===== config.mk =====
export PLATFORM = sky130hd
export DESIGN_NAME = pixel_dispatcher
export DESIGN_NICKNAME = d
export VERILOG_FILES = /design/src/rtl/pixel_pkg.sv /design/src/rtl/raster_counter.sv /design/src/rtl/pixel_dispatcher.sv
export SDC_FILE = /design/constraint.sdc
export NUM_CORES = 1
export LEC_CHECK = 0
export CAP_MARGIN = 0
export CORE_MARGIN = 2
export CORE_UTILIZATION = 50
export CTS_CLUSTER_SIZE = 8
export DETAILED_ROUTE_END_ITERATION = 7
export PLACE_DENSITY_LB_ADDON = 0.3
export SYNTH_ARGS = -nofsm -noshare
export SYNTH_HDL_FRONTEND = slang
export SYNTH_SLANG_ARGS = --single-unit

===== constraint.sdc =====
create_clock -name aclk -period 2.9 [get_ports aclk]
set_input_delay 0.29 -clock aclk [delete_from_list [all_inputs] [get_ports aclk]]
set_output_delay 0.29 -clock aclk [all_outputs]
set_load 0.02 [all_outputs]

===== src/rtl/pixel_pkg.sv =====
// Shared types and constants for the pixel dispatcher and its raster counter.
package pixel_pkg;

   localparam int MAX_CORES  = 4;
   localparam int CORE_IDX_W = 2;
   localparam int DEF_X_W    = 10;
   localparam int DEF_Y_W    = 10;

   typedef enum logic [1:0] {
      IDLE,
      DISPATCH,
      DONE
   } dispatch_state_t;

   // Extra-core requests beyond the physical array collapse onto the last core.
   function automatic logic [CORE_IDX_W-1:0] clamp_cores(input logic [2:0] n);
      return (n > 3'(MAX_CORES - 1)) ? CORE_IDX_W'(MAX_CORES - 1) : n[CORE_IDX_W-1:0];
   endfunction

   function automatic logic [MAX_CORES-1:0] core_onehot(input logic [CORE_IDX_W-1:0] idx);
      return MAX_CORES'(1) << idx;
   endfunction

endpackage


===== src/rtl/raster_counter.sv =====
// Raster-order x/y position counter with wrap at the latched frame size.
// The x_next_o port exists only when PIXEL_DISPATCHER_SOF_EOL_EN is defined.
module raster_counter
   import pixel_pkg::*;
#(
   parameter int X_W = DEF_X_W,
   parameter int Y_W = DEF_Y_W
) (
   input  logic           clk,
   input  logic           rst_n,
   input  logic           clear_i,
   input  logic           advance_i,
   input  logic [X_W-1:0] width_i,
   input  logic [Y_W-1:0] height_i,
   output logic [X_W-1:0] x_o,
   output logic [Y_W-1:0] y_o,
`ifdef PIXEL_DISPATCHER_SOF_EOL_EN
   output logic [X_W-1:0] x_next_o,
`endif
   output logic           last_pixel_o
);

   logic [X_W-1:0] x_q, x_d;
   logic [Y_W-1:0] y_q, y_d;
   logic           x_at_end;

   assign x_at_end     = (x_q == width_i - X_W'(1));
   assign last_pixel_o = x_at_end && (y_q == height_i - Y_W'(1));

   always_comb begin
      // NOTE: defaults first, so every path assigns x_d/y_d and no latch is inferred.
      x_d = x_q;
      y_d = y_q;
      if (clear_i) begin
         x_d = '0;
         y_d = '0;
      end else if (advance_i) begin
         if (x_at_end) begin
            x_d = '0;
            y_d = y_q + Y_W'(1);
         end else begin
            x_d = x_q + X_W'(1);
         end
      end
   end

   // NOTE: state registers use non-blocking assignments only; the reset is asynchronous.
   always_ff @(posedge clk or negedge rst_n) begin
      if (!rst_n) begin
         x_q <= '0;
         y_q <= '0;
      end else begin
         x_q <= x_d;
         y_q <= y_d;
      end
   end

   assign x_o = x_q;
   assign y_o = y_q;
`ifdef PIXEL_DISPATCHER_SOF_EOL_EN
   assign x_next_o = x_d;
`endif

endmodule


===== src/rtl/pixel_dispatcher.sv =====
// Hands raster-ordered (x, y) coordinates to up to four compute cores in strict rotation.
// Define PIXEL_DISPATCHER_SOF_EOL_EN to add the registered sof/eol side-band outputs.
module pixel_dispatcher
   import pixel_pkg::*;
#(
   parameter int X_W = DEF_X_W,
   parameter int Y_W = DEF_Y_W
) (
   input  logic           aclk,
   input  logic           aresetn,
   input  logic           start,
   input  logic [X_W-1:0] frame_width,
   input  logic [Y_W-1:0] frame_height,
   input  logic [2:0]     no_of_extra_cores,
   input  logic           compute_ready_1,
   input  logic           compute_ready_2,
   input  logic           compute_ready_3,
   input  logic           compute_ready_4,
   output logic           valid1,
   output logic           valid2,
   output logic           valid3,
   output logic           valid4,
   output logic [X_W-1:0] x_out,
   output logic [Y_W-1:0] y_out,
   output logic           busy,
`ifdef PIXEL_DISPATCHER_SOF_EOL_EN
   output logic           sof,
   output logic           eol,
`endif
   output logic           frame_done
);

   dispatch_state_t         state_q;
   logic [CORE_IDX_W-1:0]   core_q, cores_q, core_nxt;
   logic [X_W-1:0]          width_q;
   logic [Y_W-1:0]          height_q;
   logic [MAX_CORES-1:0]    valid_q, ready_vec;
   logic                    transfer, accept_start, last_pixel;
`ifdef PIXEL_DISPATCHER_SOF_EOL_EN
   logic                    sof_q, eol_q;
   logic [X_W-1:0]          x_next;
`endif

   assign ready_vec    = {compute_ready_4, compute_ready_3, compute_ready_2, compute_ready_1};
   // Only the selected core's valid is ever high, so the masked OR ignores other readies.
   assign transfer     = (state_q == DISPATCH) && |(valid_q & ready_vec);
   assign accept_start = (state_q == IDLE) && start;
   assign core_nxt     = (core_q == cores_q) ? '0 : core_q + CORE_IDX_W'(1);

   raster_counter #(.X_W(X_W), .Y_W(Y_W)) u_raster (
      .clk          (aclk),
      .rst_n        (aresetn),
      .clear_i      (accept_start),
      .advance_i    (transfer),
      .width_i      (width_q),
      .height_i     (height_q),
      .x_o          (x_out),
      .y_o          (y_out),
`ifdef PIXEL_DISPATCHER_SOF_EOL_EN
      .x_next_o     (x_next),
`endif
      .last_pixel_o (last_pixel)
   );

   always_ff @(posedge aclk or negedge aresetn) begin
      if (!aresetn) begin
         state_q  <= IDLE;
         core_q   <= '0;
         cores_q  <= '0;
         width_q  <= '0;
         height_q <= '0;
         valid_q  <= '0;
`ifdef PIXEL_DISPATCHER_SOF_EOL_EN
         sof_q    <= 1'b0;
         eol_q    <= 1'b0;
`endif
      end else begin
         case (state_q)
            IDLE: begin
               if (start) begin
                  width_q  <= frame_width;
                  height_q <= frame_height;
                  cores_q  <= clamp_cores(no_of_extra_cores);
                  core_q   <= '0;
                  if (frame_width == '0 || frame_height == '0) begin
                     state_q <= DONE;
                  end else begin
                     state_q <= DISPATCH;
                     valid_q <= core_onehot('0);
`ifdef PIXEL_DISPATCHER_SOF_EOL_EN
                     sof_q   <= 1'b1;
                     eol_q   <= (frame_width == X_W'(1));
`endif
                  end
               end
            end
            DISPATCH: begin
               if (transfer) begin
                  if (last_pixel) begin
                     state_q <= DONE;
                     valid_q <= '0;
`ifdef PIXEL_DISPATCHER_SOF_EOL_EN
                     sof_q   <= 1'b0;
                     eol_q   <= 1'b0;
`endif
                  end else begin
                     core_q  <= core_nxt;
                     valid_q <= core_onehot(core_nxt);
`ifdef PIXEL_DISPATCHER_SOF_EOL_EN
                     sof_q   <= 1'b0;
                     eol_q   <= (x_next == width_q - X_W'(1));
`endif
                  end
               end
            end
            DONE:    state_q <= IDLE;
            default: state_q <= IDLE;
         endcase
      end
   end

   assign valid1     = valid_q[0];
   assign valid2     = valid_q[1];
   assign valid3     = valid_q[2];
   assign valid4     = valid_q[3];
   assign busy       = (state_q != IDLE);
   assign frame_done = (state_q == DONE);
`ifdef PIXEL_DISPATCHER_SOF_EOL_EN
   assign sof        = sof_q;
   assign eol        = eol_q;
`endif

endmodule


==> impl_metrics.json <==
{
  "vias": 2781,
  "place_area_sq_um": 3680,
  "cts_tree": "yes",
  "postRouteAntennaNets": 0,
  "dieArea_sq_um": 6780,
  "gr-total-overflow": 0,
  "min_period_ns": 2.78,
  "max_freq_mhz": 360,
  "outcome": "finished with violations",
  "antenna_found_initial": 0,
  "relSlewSlack_pct": 56.5,
  "synth_top_family_by_area": "simple AND/OR/NAND/NOR gates",
  "worstPathArrival_ns": 2.94,
  "postLayoutCellArea_sq_um": 3770,
  "violations": "negative hold slack",
  "regArea_sq_um": 1250,
  "drv_slew": 0,
  "cp_slowest_cell": "dfrtp_1",
  "seqPwrFrac_pct": 42.6,
  "yosys.area_share.simple_pct": 28.1,
  "core-area_sq_um": 5920,
  "drc": 0,
  "sw_frac_of_total_pct": 39.1,
  "cts-root-buf": "clkbuf_8",
  "cts_buffers": 5,
  "start_kind": "flop",
  "antenna_cells": 0,
  "path_buf_inv": 1,
  "post_cts_resized": 0,
  "worst_clock_skew_ns": 0.0142,
  "synth-async-reset-ratio_pct": 100,
  "wl_per_cell_um": 15.3,
  "ctsHoldBuffers": 0,
  "dpl.hpwl_um": 5500,
  "start_util_pct": 51.8,
  "clk_pin_slew_ns": 0.10,
  "nFillCells": 517,
  "ir_drop_mv": 0.380,
  "p_clk_share_pct": 18.1,
  "viasPerCell": 5.79,
  "end_kind": "flop",
  "io_pins": 56,
  "dieWidth_um": 82.3,
  "grt_pass1_wl_um": 12400,
  "drt_wl_total_um": 7340,
  "clk_latency_ns": 0.31,
  "cts_setup_buffers": 0,
  "synth_compound_area_share_pct": 15.6,
  "path_delay_family": "simple AND/OR/NAND/NOR gates",
  "synthesis.area_sq_um": 3070,
  "synth_mux_area_share_pct": 1.02,
  "grt_max_degree": 43,
  "tightestPinTransition_ns": 0.653,
  "ys_warn_count": 0,
  "avgSynthCellArea_sq_um": 8.72,
  "power.internal_mw": 1.42,
  "combPwrFrac_pct": 39.2,
  "cp_cell_sequence": "inv_1 > ha_1 > nor3b_2 > and3_1 > a2111oi_4 > nand4_4 > or2_4 > nor3_2 > o21ai_0",
  "synth_xor_area_share_pct": 9.67,
  "first_iter_violations": 148,
  "crit_type": "reg -> reg",
  "syn_to_final_growth_pct": 23.0,
  "grt_pass1_vias": 2656,
  "ys_ff_latch": 50,
  "cts.path.max_buffers": 2,
  "syn-num-nets": 386,
  "finalHoldViolCount": 8,
  "place_congestion": 0.851,
  "grt_usage_pct": 23.6,
  "tns_ns": 0,
  "cp_data_required_time_ns": 3.07,
  "ys_seq_area_share_pct": 40.8,
  "nNetsFinal": 438,
  "dp_slack_ns": 0.0739,
  "hold_ws_ns": -0.00587,
  "ys_types": 58,
  "multi_input_area_sq_um": 1720,
  "htree_levels": 2,
  "switchingPower_mw": 0.911,
  "p_per_area_nw_per_um2": 618,
  "slowest_delay_ns": 0.42,
  "syn_inst": 352,
  "setup_ws_ns": 0.123,
  "die_h_um": 82.3,
  "cp_max_fo": 13,
  "clock_sink_count": 50,
  "maxCapViolCount": 0,
  "synth-edff-count": 0,
  "dr.pass1.iters": 4,
  "min_path_type": "in -> async",
  "setup_viol": 0,
  "layout-drive-gt1-share_pct": 6.91,
  "synthFlopType": "dfrtp_1",
  "row_count": 28,
  "port_buffers": 55,
  "leakage_nw": 1.58,
  "post-route-period-util_pct": 95.8,
  "synthAdderAreaFrac_pct": 1.63
}
## Yosys cell counts, types with 3 or more instances
library cell	number	area, sq um
nor2_1	23	86.3
nor3_1	8	40.0
ha_1	4	50.1
nor4_1	11	68.8
clkbuf_1	12	45.0
o41ai_1	3	26.3
a21oi_1	7	35.0
dfrtp_1	50	1250
nand4_1	4	25.0
nor2b_1	3	18.8
xor2_1	10	87.6
a22oi_1	3	22.5
inv_1	10	37.5
nand3_1	15	75.1
o21ai_0	19	95.1
xnor2_1	22	193
a211oi_1	4	30.0
nand2b_1	7	43.8
nand2_1	80	300
a31oi_1	3	18.8
and3_1	4	25.0
nand3b_1	3	22.5
o22ai_1	3	18.8
## registers in the layout, indices dropped and copies added, names as in the netlist
| name | cells |
|---|---|
| u_raster.y_o | 10 |
| cores_q | 2 |
| state_q | 2 |
| core_q | 2 |
| u_raster.x_o | 10 |
| valid_q | 4 |
| width_q | 10 |
| height_q | 10 |
## layout by cell type, fill, tap and decap left out, drive strengths merged, types with 3 or more instances in the layout
master / instances
ha: 4
o41ai: 3
clkbuf: 7
nor4: 12
nand3: 15
a21oi: 7
or3: 3
nand2b: 7
xnor2: 22
nand3b: 3
nand2: 80
o22ai: 4
buf: 5
nor2b: 3
a22oi: 3
xor2: 11
dfrtp: 50
o21ai: 20
clkdlybuf4s50: 54
and3: 4
nor3: 10
a211oi: 4
a31oi: 3
nand4: 5
inv: 10
nor2: 23
## final cells by class
cell class,count,area share (%)
multi-input combinational,278,45.7
sequential,50,33.2
timing repair buffer,59,15.3
tap,75,2.49
clock buffer,7,2.29
inverter,10,0.995
clock inverter,1,0.133
## worst register-to-register path: stages, from the launching register on
cell and delay (ns):
dfrtp_1 0.42, inv_1 0.09, ha_1 0.24, nor3b_2 0.19
and3_1 0.18, a2111oi_4 0.34, nand4_4 0.22, or2_4 0.35
nor3_2 0.42, o21ai_0 0.19
## cell families after synthesis
group,Yosys count
flip-flops,50
adder cells (fa/ha/maj),4
AO/OA/AOI/OAI,63
AND/OR/NAND/NOR,175
buffers and inverters,24
multiplexers,3
XOR/XNOR,33
## power by group through the flow
stage | Sequential, mW | Clock [mW] | Combinational (mW)
3_3_place_gp | 0.999 | 0 | 0.886
6_report | 0.994 | 0.423 | 0.915
3_5_place_dp | 1.00 | 0 | 0.912
2_1_floorplan | 1.03 | 0 | 0.547
4_1_cts | 0.992 | 0.433 | 0.914
5_1_grt | 1.02 | 0.462 | 1.01
## layer usage
metal / wire length, um / global-route usage (%)
met1: 3260 / 32.0
met5: 0 / 0
met4: 80 / 6.83
met3: 338 / 3.80
met2: 3660 / 39.1
## worst paths after layout
kind | startpoint | to | slack (ns) | cells after the start
hold / removal | aresetn | u_raster.y_o[5]$_DFFE_PN0P_ | -0.006 | 1
setup reg to reg | width_q[0]$_DFFE_PN0P_ | valid_q[1]$_DFFE_PN0P_ | 0.12 | 9
hold reg to reg | state_q[1]$_DFFE_PN0P_ | state_q[0]$_DFFE_PN0P_ | 0.50 | 1
min in group aclk | state_q[1]$_DFFE_PN0P_ | state_q[0]$_DFFE_PN0P_ | 0.50 | 1
max in group asynchronous | aresetn | u_raster.x_o[9]$_DFFE_PN0P_ | 2.16 | 2
setup / recovery | width_q[0]$_DFFE_PN0P_ | valid_q[1]$_DFFE_PN0P_ | 0.12 | 9
## stage by stage
| stage | total power [mW] | cells | utilization [%] | hold slack [ns] |
|---|---|---|---|---|
| after floorplan | 1.57 | 352 | - | -0.00559 |
| after global placement | 1.89 | 472 | 62.1 | 0.354 |
| after detailed placement | 1.92 | 472 | 62.1 | 0.359 |
| after CTS | 2.34 | 480 | 63.6 | 0.0184 |
| after global routing | 2.49 | 480 | 63.7 | 0.0493 |
| final | 2.33 | 480 | 63.7 | -0.00587 |
Note: power is estimated with default switching activity, not from simulation.
